$ cat src/rtl/seg_pipe_adder.sv
// Segmented pipelined adder/subtractor: WIDTH bits split into WIDTH/SEG CLA
// segments, one per stage, with a valid/ready stream handshake and result flags.
module seg_pipe_adder #(
  parameter int WIDTH = 64,
  parameter int SEG   = 16
) (
  input  logic             clk,
  input  logic             rst,
  input  logic             in_valid,
  output logic             in_ready,
  input  logic [WIDTH-1:0] A,
  input  logic [WIDTH-1:0] B,
  input  logic             cin,
  input  logic             sub,
  output logic             out_valid,
  input  logic             out_ready,
  output logic [WIDTH-1:0] S,
  output logic             cout,
  output logic             ovf,
  output logic             zero
);

  localparam int NSEG = WIDTH / SEG;

  if (WIDTH % SEG != 0) begin : g_width_check
    $error("seg_pipe_adder: WIDTH must be a multiple of SEG");
  end

  // Each carry is a flat sum of generate/propagate products, so no carry
  // depends on another carry of the same segment.
  function automatic logic [SEG:0] cla_seg(input logic [SEG-1:0] a,
                                           input logic [SEG-1:0] b,
                                           input logic           ci);
    logic [SEG-1:0] g;
    logic [SEG-1:0] p;
    logic [SEG:0]   c;
    logic           run;
    g    = a & b;
    p    = a ^ b;
    c    = '0;
    c[0] = ci;
    for (int i = 0; i < SEG; i++) begin
      run    = p[i];
      c[i+1] = g[i];
      for (int j = i - 1; j >= 0; j--) begin
        c[i+1] = c[i+1] | (run & g[j]);
        run    = run & p[j];
      end
      c[i+1] = c[i+1] | (run & ci);
    end
    return {c[SEG], p ^ c[SEG-1:0]};
  endfunction

  logic en;
  assign en       = out_ready | ~out_valid;
  assign in_ready = en & ~rst;

  // Stage k owns sum bits [HI-1:0] and forwards only the operand bits above HI.
  for (genvar k = 0; k < NSEG; k++) begin : g_stage
    localparam int LO = k * SEG;
    localparam int HI = LO + SEG;

    logic [WIDTH-1:LO] a_in;
    logic [WIDTH-1:LO] b_in;
    logic              c_in;
    logic              v_in;
    logic [SEG:0]      seg_res;
    logic [HI-1:0]     s_d;
    logic [HI-1:0]     s_q;
    logic              c_q;
    logic              v_q;

    if (k == 0) begin : g_src
      assign a_in = A;
      assign b_in = sub ? ~B : B;
      assign c_in = cin;
      assign v_in = in_valid;
      assign s_d  = seg_res[SEG-1:0];
    end else begin : g_chain
      assign a_in = g_stage[k-1].g_fwd.a_q;
      assign b_in = g_stage[k-1].g_fwd.b_q;
      assign c_in = g_stage[k-1].c_q;
      assign v_in = g_stage[k-1].v_q;
      assign s_d  = {seg_res[SEG-1:0], g_stage[k-1].s_q};
    end

    assign seg_res = cla_seg(a_in[LO +: SEG], b_in[LO +: SEG], c_in);

    // NOTE: data registers are reset along with the valid bits so that S and
    // the flags read 0 during and straight after reset, not just out_valid.
    always_ff @(posedge clk or posedge rst) begin
      if (rst) begin
        s_q <= '0;
        c_q <= 1'b0;
        v_q <= 1'b0;
      end else if (en) begin
        s_q <= s_d;
        c_q <= seg_res[SEG];
        v_q <= v_in;
      end
    end

    if (k < NSEG - 1) begin : g_fwd
      logic [WIDTH-1:HI] a_q;
      logic [WIDTH-1:HI] b_q;
      always_ff @(posedge clk or posedge rst) begin
        if (rst) begin
          a_q <= '0;
          b_q <= '0;
        end else if (en) begin
          a_q <= a_in[WIDTH-1:HI];
          b_q <= b_in[WIDTH-1:HI];
        end
      end
    end else begin : g_flags
      logic ovf_q;
      logic zero_q;
      // Equal operand signs with a differing result sign is exactly carry-in
      // to the MSB differing from carry-out of the MSB.
      always_ff @(posedge clk or posedge rst) begin
        if (rst) begin
          ovf_q  <= 1'b0;
          zero_q <= 1'b0;
        end else if (en) begin
          ovf_q  <= (a_in[WIDTH-1] ~^ b_in[WIDTH-1]) & (s_d[WIDTH-1] ^ a_in[WIDTH-1]);
          zero_q <= ~|s_d;
        end
      end
    end
  end

  assign S         = g_stage[NSEG-1].s_q;
  assign out_valid = g_stage[NSEG-1].v_q;
  assign cout      = g_stage[NSEG-1].c_q;
  assign ovf       = g_stage[NSEG-1].g_flags.ovf_q;
  assign zero      = g_stage[NSEG-1].g_flags.zero_q;

endmodule

$ cat config.mk
export PLATFORM = sky130hd
export DESIGN_NAME = seg_pipe_adder
export DESIGN_NICKNAME = d
export VERILOG_FILES = /design/src/rtl/seg_pipe_adder.sv
export SDC_FILE = /design/constraint.sdc
export NUM_CORES = 1
export LEC_CHECK = 0
export CAP_MARGIN = 20
export CELL_PAD_IN_SITES_DETAIL_PLACEMENT = 0
export CELL_PAD_IN_SITES_GLOBAL_PLACEMENT = 2
export CORE_MARGIN = 4
export CORE_UTILIZATION = 34
export CTS_BUF_LIST = sky130_fd_sc_hd__clkbuf_16
export CTS_CLUSTER_SIZE = 30
export DETAILED_ROUTE_END_ITERATION = 10
export PLACE_DENSITY = 0.85
export SYNTH_ARGS = -nofsm -noshare
export SYNTH_HDL_FRONTEND = slang
export SYNTH_SLANG_ARGS = --single-unit
$ cat constraint.sdc
create_clock -name clk -period 18.2 [get_ports clk]
set_clock_uncertainty 0.1 [all_clocks]
set_input_delay 3.64 -clock clk [delete_from_list [all_inputs] [get_ports clk]]
set_output_delay 3.64 -clock clk [all_outputs]
set_load 0.05 [all_outputs]
==> results by stage <==
Timing:
- For the pin with the worst max-slew slack, the measured transition is roughly 1100 ps.
- The worst slew margin relative to its limit is 27.1%.
- The post-layout minimum cycle time is 8930 ps.
- In the final timing run, aggregate negative setup slack is 0 ps.
- Derived from the worst setup path, the maximum achievable clock frequency is 112 MHz.
- The final critical-path share of the clock period is 49.0%.
- The number of endpoints with negative hold slack in the final report is 0.
- Setup repair after global routing left no endpoint under its margin.
- Setup violations remaining at the end of the flow were counted as 0.
- The max-slew violation count is 0.

Pwr:
- The part of the total power dissipated in combinational logic is 42.3%.
- The fraction of power consumed by the clock network is 20.9%.
- Across the VDD grid, the largest voltage drop is about 0.16 mV.
- The power dissipated by switching net loads is 0.00156 W.
- The leakage power total is between 9 and 10 nW.
- Internal power comes to around 0.0023 W.
- Net switching is 40.9% of the power.
- In this run, flip-flops and latches consume 36.8% of the power.
- The cell area power density is 187 mW/mm2.

Global routing:
- The wire length of the first global-routing pass is 64700 um.
- The number of antenna violations at the first check in global routing is 1.
- The largest net degree at the start of global routing is 225.
- For this run, the total global-route usage over all layers was measured as 15.0%.
- The met1 layer usage reported by global route is 20.5%.
- The routing layer with the top usage in global route is met2.
- The via count of the first global-routing pass came to around 12000.
- The met2 track utilization from global routing is 24.5%.
- For this run the aggregate overflow at the end of global routing stands at 0.
- The met3 routing resource usage after global routing is 2.65%.

Setup path:
- The element type at the critical path end is an output port.
- STA puts the critical path data required time at about 14000 ps.
- The largest individual stage delay along the critical path comes from the cell clkdlybuf4s50_1.
- The reg-to-reg startpoint is g_stage[2].c_q.
- The worst setup path is launched from an input pin.
- The kind of cell with the highest combined delay on the critical path is buffers and inverters.
- By startpoint and endpoint, the worst setup path is classified as in -> out.
- Walking the worst path, the cells encountered are clkdlybuf4s50_1 -> nor2b_4 -> nor2_1 -> clkdlybuf4s50_1.
- Counting buffers and inverters, the worst setup path is 4 cells deep.
- In this design, the critical path's most frequently occurring cell is clkdlybuf4s50_1.
- In this run the worst path has a maximum fanout of 3.
- Together, buffers and inverters on the worst path number 2.
- STA puts the critical path data arrival time at 5190 ps.
- The peak per-stage delay on the critical path is 700 ps.
- The most critical setup path has its startpoint at out_ready.
- The worst register-to-register path has a depth of 9.

Clock tree:
- The post-cts resize count is 0.
- The count of buffers added by post-CTS timing repair for setup is 0.
- The CTS tree is built.
- The number of H-tree levels is 2.
- The number of clock buffers added by TritonCTS is 42.
- Clock-pin slew was measured on the worst setup and hold paths at approximately 50 ps.
- The root buffer selected by CTS is clkbuf_16.
- Clock latency on the worst-skew pair, taken at its later pin, is 540 ps.
- The number of buffers on the longest clock path is 3.
- The clock sink count is roughly 360.
- The number of buffers added to fix hold violations after cts is 0.

Synthesis:
- The most used flip-flop cell after synthesis is dfrtp_1.
- Counting flops with an async set or reset pin after synthesis yields a share of 100%.
- The Yosys warning count is 0.
- The post-synthesis instance total is between 1500 and 2000.
- After synthesis, flip-flops and latches occupy 54.9% of the total area.
- The synthesized flop and latch total is 362.
- The largest area contributor in the synthesized netlist is dfrtp_1.
- The average size of a mapped cell is around 9 um2.
- Counting flops with a built-in enable in the synthesized netlist gives 0.
- The number of different library cells used by synthesis comes to 58.
- Yosys attributes the largest share of cell area to dfrtp_1 55%, nand2_1 19%, ha_1 4.9%.
- The number of nets in the synthesized netlist is 2037.
- The synthesized netlist occupies a cell area of 0.0165 mm2.
- Summed over its instances, the top area cell type makes up 54.9% of the synthesized netlist area.

Worst hold path:
- The number of cells traversed by the worst hold path is 2.
- The worst min-delay path class is reg -> reg.
- The start point of the worst min-delay path is g_stage[2].v_q.

Layout:
- In the layout the commonest cells are 821 x nand2_1, 362 x dfrtp_1, 201 x clkdlybuf4s50_1, 83 x o21ai_0, 73 x xnor2_1.
- Leaving out fill and tap cells, the most frequent cell in the layout is nand2_1.
- The post-route standard cell area excluding fillers is between 0.02 and 0.025 mm2.
- Excluding fillers, the count of instances in the completed layout stands at between 2000 and 3000.
- In the final design database the tool counted 2206 nets.
- From synthesis to final layout, the design area changed by 23.7%.
- The share of cells above drive strength 1 is 4.08%.

Die:
- During I/O placement, the number of pins put on the boundary was 203.
- From bottom edge to top edge, the die measures 228 um.
- The total die area is 0.0522 mm2.
- The floorplan step set the die width to between 200 and 250 um.
- The area of the core is between 0.04 and 0.05 mm2.
- The floorplan has 80 rows.
- The initial utilization of the core area, before any placement, comes to 34.5%.

Job:
- Across the run, the number of max-cap violations was 0.

Drt:
- The detail route stage leaves a number of antenna-violating nets equal to 0.
- The pre-antenna-repair detailed-routing pass consisted of 5 iterations.
- The wire length reported by the detailed router is 39300 um.
- In the final routed layout, each cell accounts on average for 14.8 um.
- The detailed-route vias per instance is 4.63.
- The detailed router placed 12300 vias in this run.
- The number of design-rule violations left by the first detailed-router iteration is 762.
- The residual DRC count is 0.

Status:
- The run finished with clean final reports.

Placed design:
- In this run the tool buffered the top-level ports with between 200 and 250 buffer cells.
- At the end of routability-driven placement, the weighted congestion stood at 0.808.
- After detailed placement, the total cell area comes to between 0.015 and 0.02 mm2.
- The number of instances in the placed design is about 2600.
- Detailed placement ended at an HPWL of 26300 um.
==> cell usage after synthesis, types with 3 or more instances <==
| master | number |
|---|---|
| a211oi_1 | 6 |
| a21o_1 | 14 |
| a21oi_1 | 67 |
| and3_1 | 4 |
| buf_1 | 14 |
| clkbuf_1 | 73 |
| dfrtp_1 | 362 |
| fa_1 | 4 |
| ha_1 | 65 |
| inv_1 | 23 |
| nand2_1 | 821 |
| nand2b_1 | 4 |
| nand3_1 | 12 |
| nand4_1 | 5 |
| nand4b_1 | 3 |
| nor2_1 | 66 |
| nor2b_1 | 6 |
| nor3_1 | 14 |
| nor4_1 | 11 |
| o211ai_1 | 4 |
| o21ai_0 | 83 |
| o21bai_1 | 7 |
| o31ai_1 | 5 |
| or3_1 | 4 |
| xnor2_1 | 73 |
| xor2_1 | 39 |
==> sequential cells by signal, indices dropped and copies added, names as in the netlist <==
signal and cells:
S 64, cout 1, g_stage.c_q 3, g_stage.g_fwd.a_q 96, g_stage.g_fwd.b_q 96, g_stage.s_q 96
g_stage.v_q 3, out_valid 1, ovf 1, zero 1
==> per-layer routing <==
| metal | part of all wire [%] | vias up | routed length, um |
|---|---|---|---|
| met5 | 0 | - | 0 |
| met4 | 1.8 | 0 | 712 |
| met3 | 3.5 | 44 | 1360 |
| met2 | 47 | 169 | 18300 |
| met1 | 48 | 5816 | 18900 |
| li1 | - | 6246 | - |
==> path summary, 6_finish.rpt <==
check                                                end  slack (ps)
worst max-delay path                            in_ready        9270
worst min-delay path                      g_stage[2].v_q         360
worst max register to register                      zero       14240
worst min register to register            g_stage[2].v_q         360
max in group asynchronous       g_stage[1].g_fwd.b_q[45]       12910
min in group asynchronous                          S[18]        3570
==> worst register-to-register path: stages, from the launching register on <==
cell      delay (ps)
dfrtp_1          380
inv_1             70
fa_1             560
nor4b_1          700
nand4_1          180
nor4_1           600
nand4b_1         230
nor4b_2          300
or4b_1           500
o31ai_1          240
==> logic make-up after synthesis <==
kind of cell | synth area share (%)
AOI/OAI and AO/OA | 8.17
buffers and inverters | 2.50
and+or+nand+nor | 23.0
xor gates and xnor gates | 5.94
adders and majority gates | 5.41
DFF | 54.9
muxes | 0.136
==> power by group through the flow <==
stage                     sequential (W)  clock (W)  combinational, W
after floorplan                  0.00160          0          0.000954
after global placement           0.00141          0           0.00160
after detailed placement         0.00142          0           0.00163
after CTS                        0.00141   0.000827           0.00164
after global routing             0.00145   0.000858           0.00181
final                            0.00140   0.000798           0.00161
==> cell type report <==
cell class / count / area [um2]
flip-flops and latches: 362 / 9060
multi-input cells: 1362 / 7060
repair buffers: 212 / 2140
clock inverters: 29 / 174
well taps: 615 / 769
diodes: 1 / 2.50
fillers: 4784 / 27400
inverters: 23 / 93.8
clock buffers: 45 / 1130
==> through the flow <==
step           worst slack [ps]  utilization (%)  hold WS [ps]  total power (W)
4_1_cts                    9260             42.6           365          0.00387
6_report                   9270             42.7           362          0.00382
3_3_place_gp               9240             39.9           348          0.00301
5_1_grt                    9240             42.7           383          0.00413
3_5_place_dp               9260             39.9           354          0.00305
2_1_floorplan              4410                -           330          0.00255
Note: power is estimated with default switching activity, not from simulation.
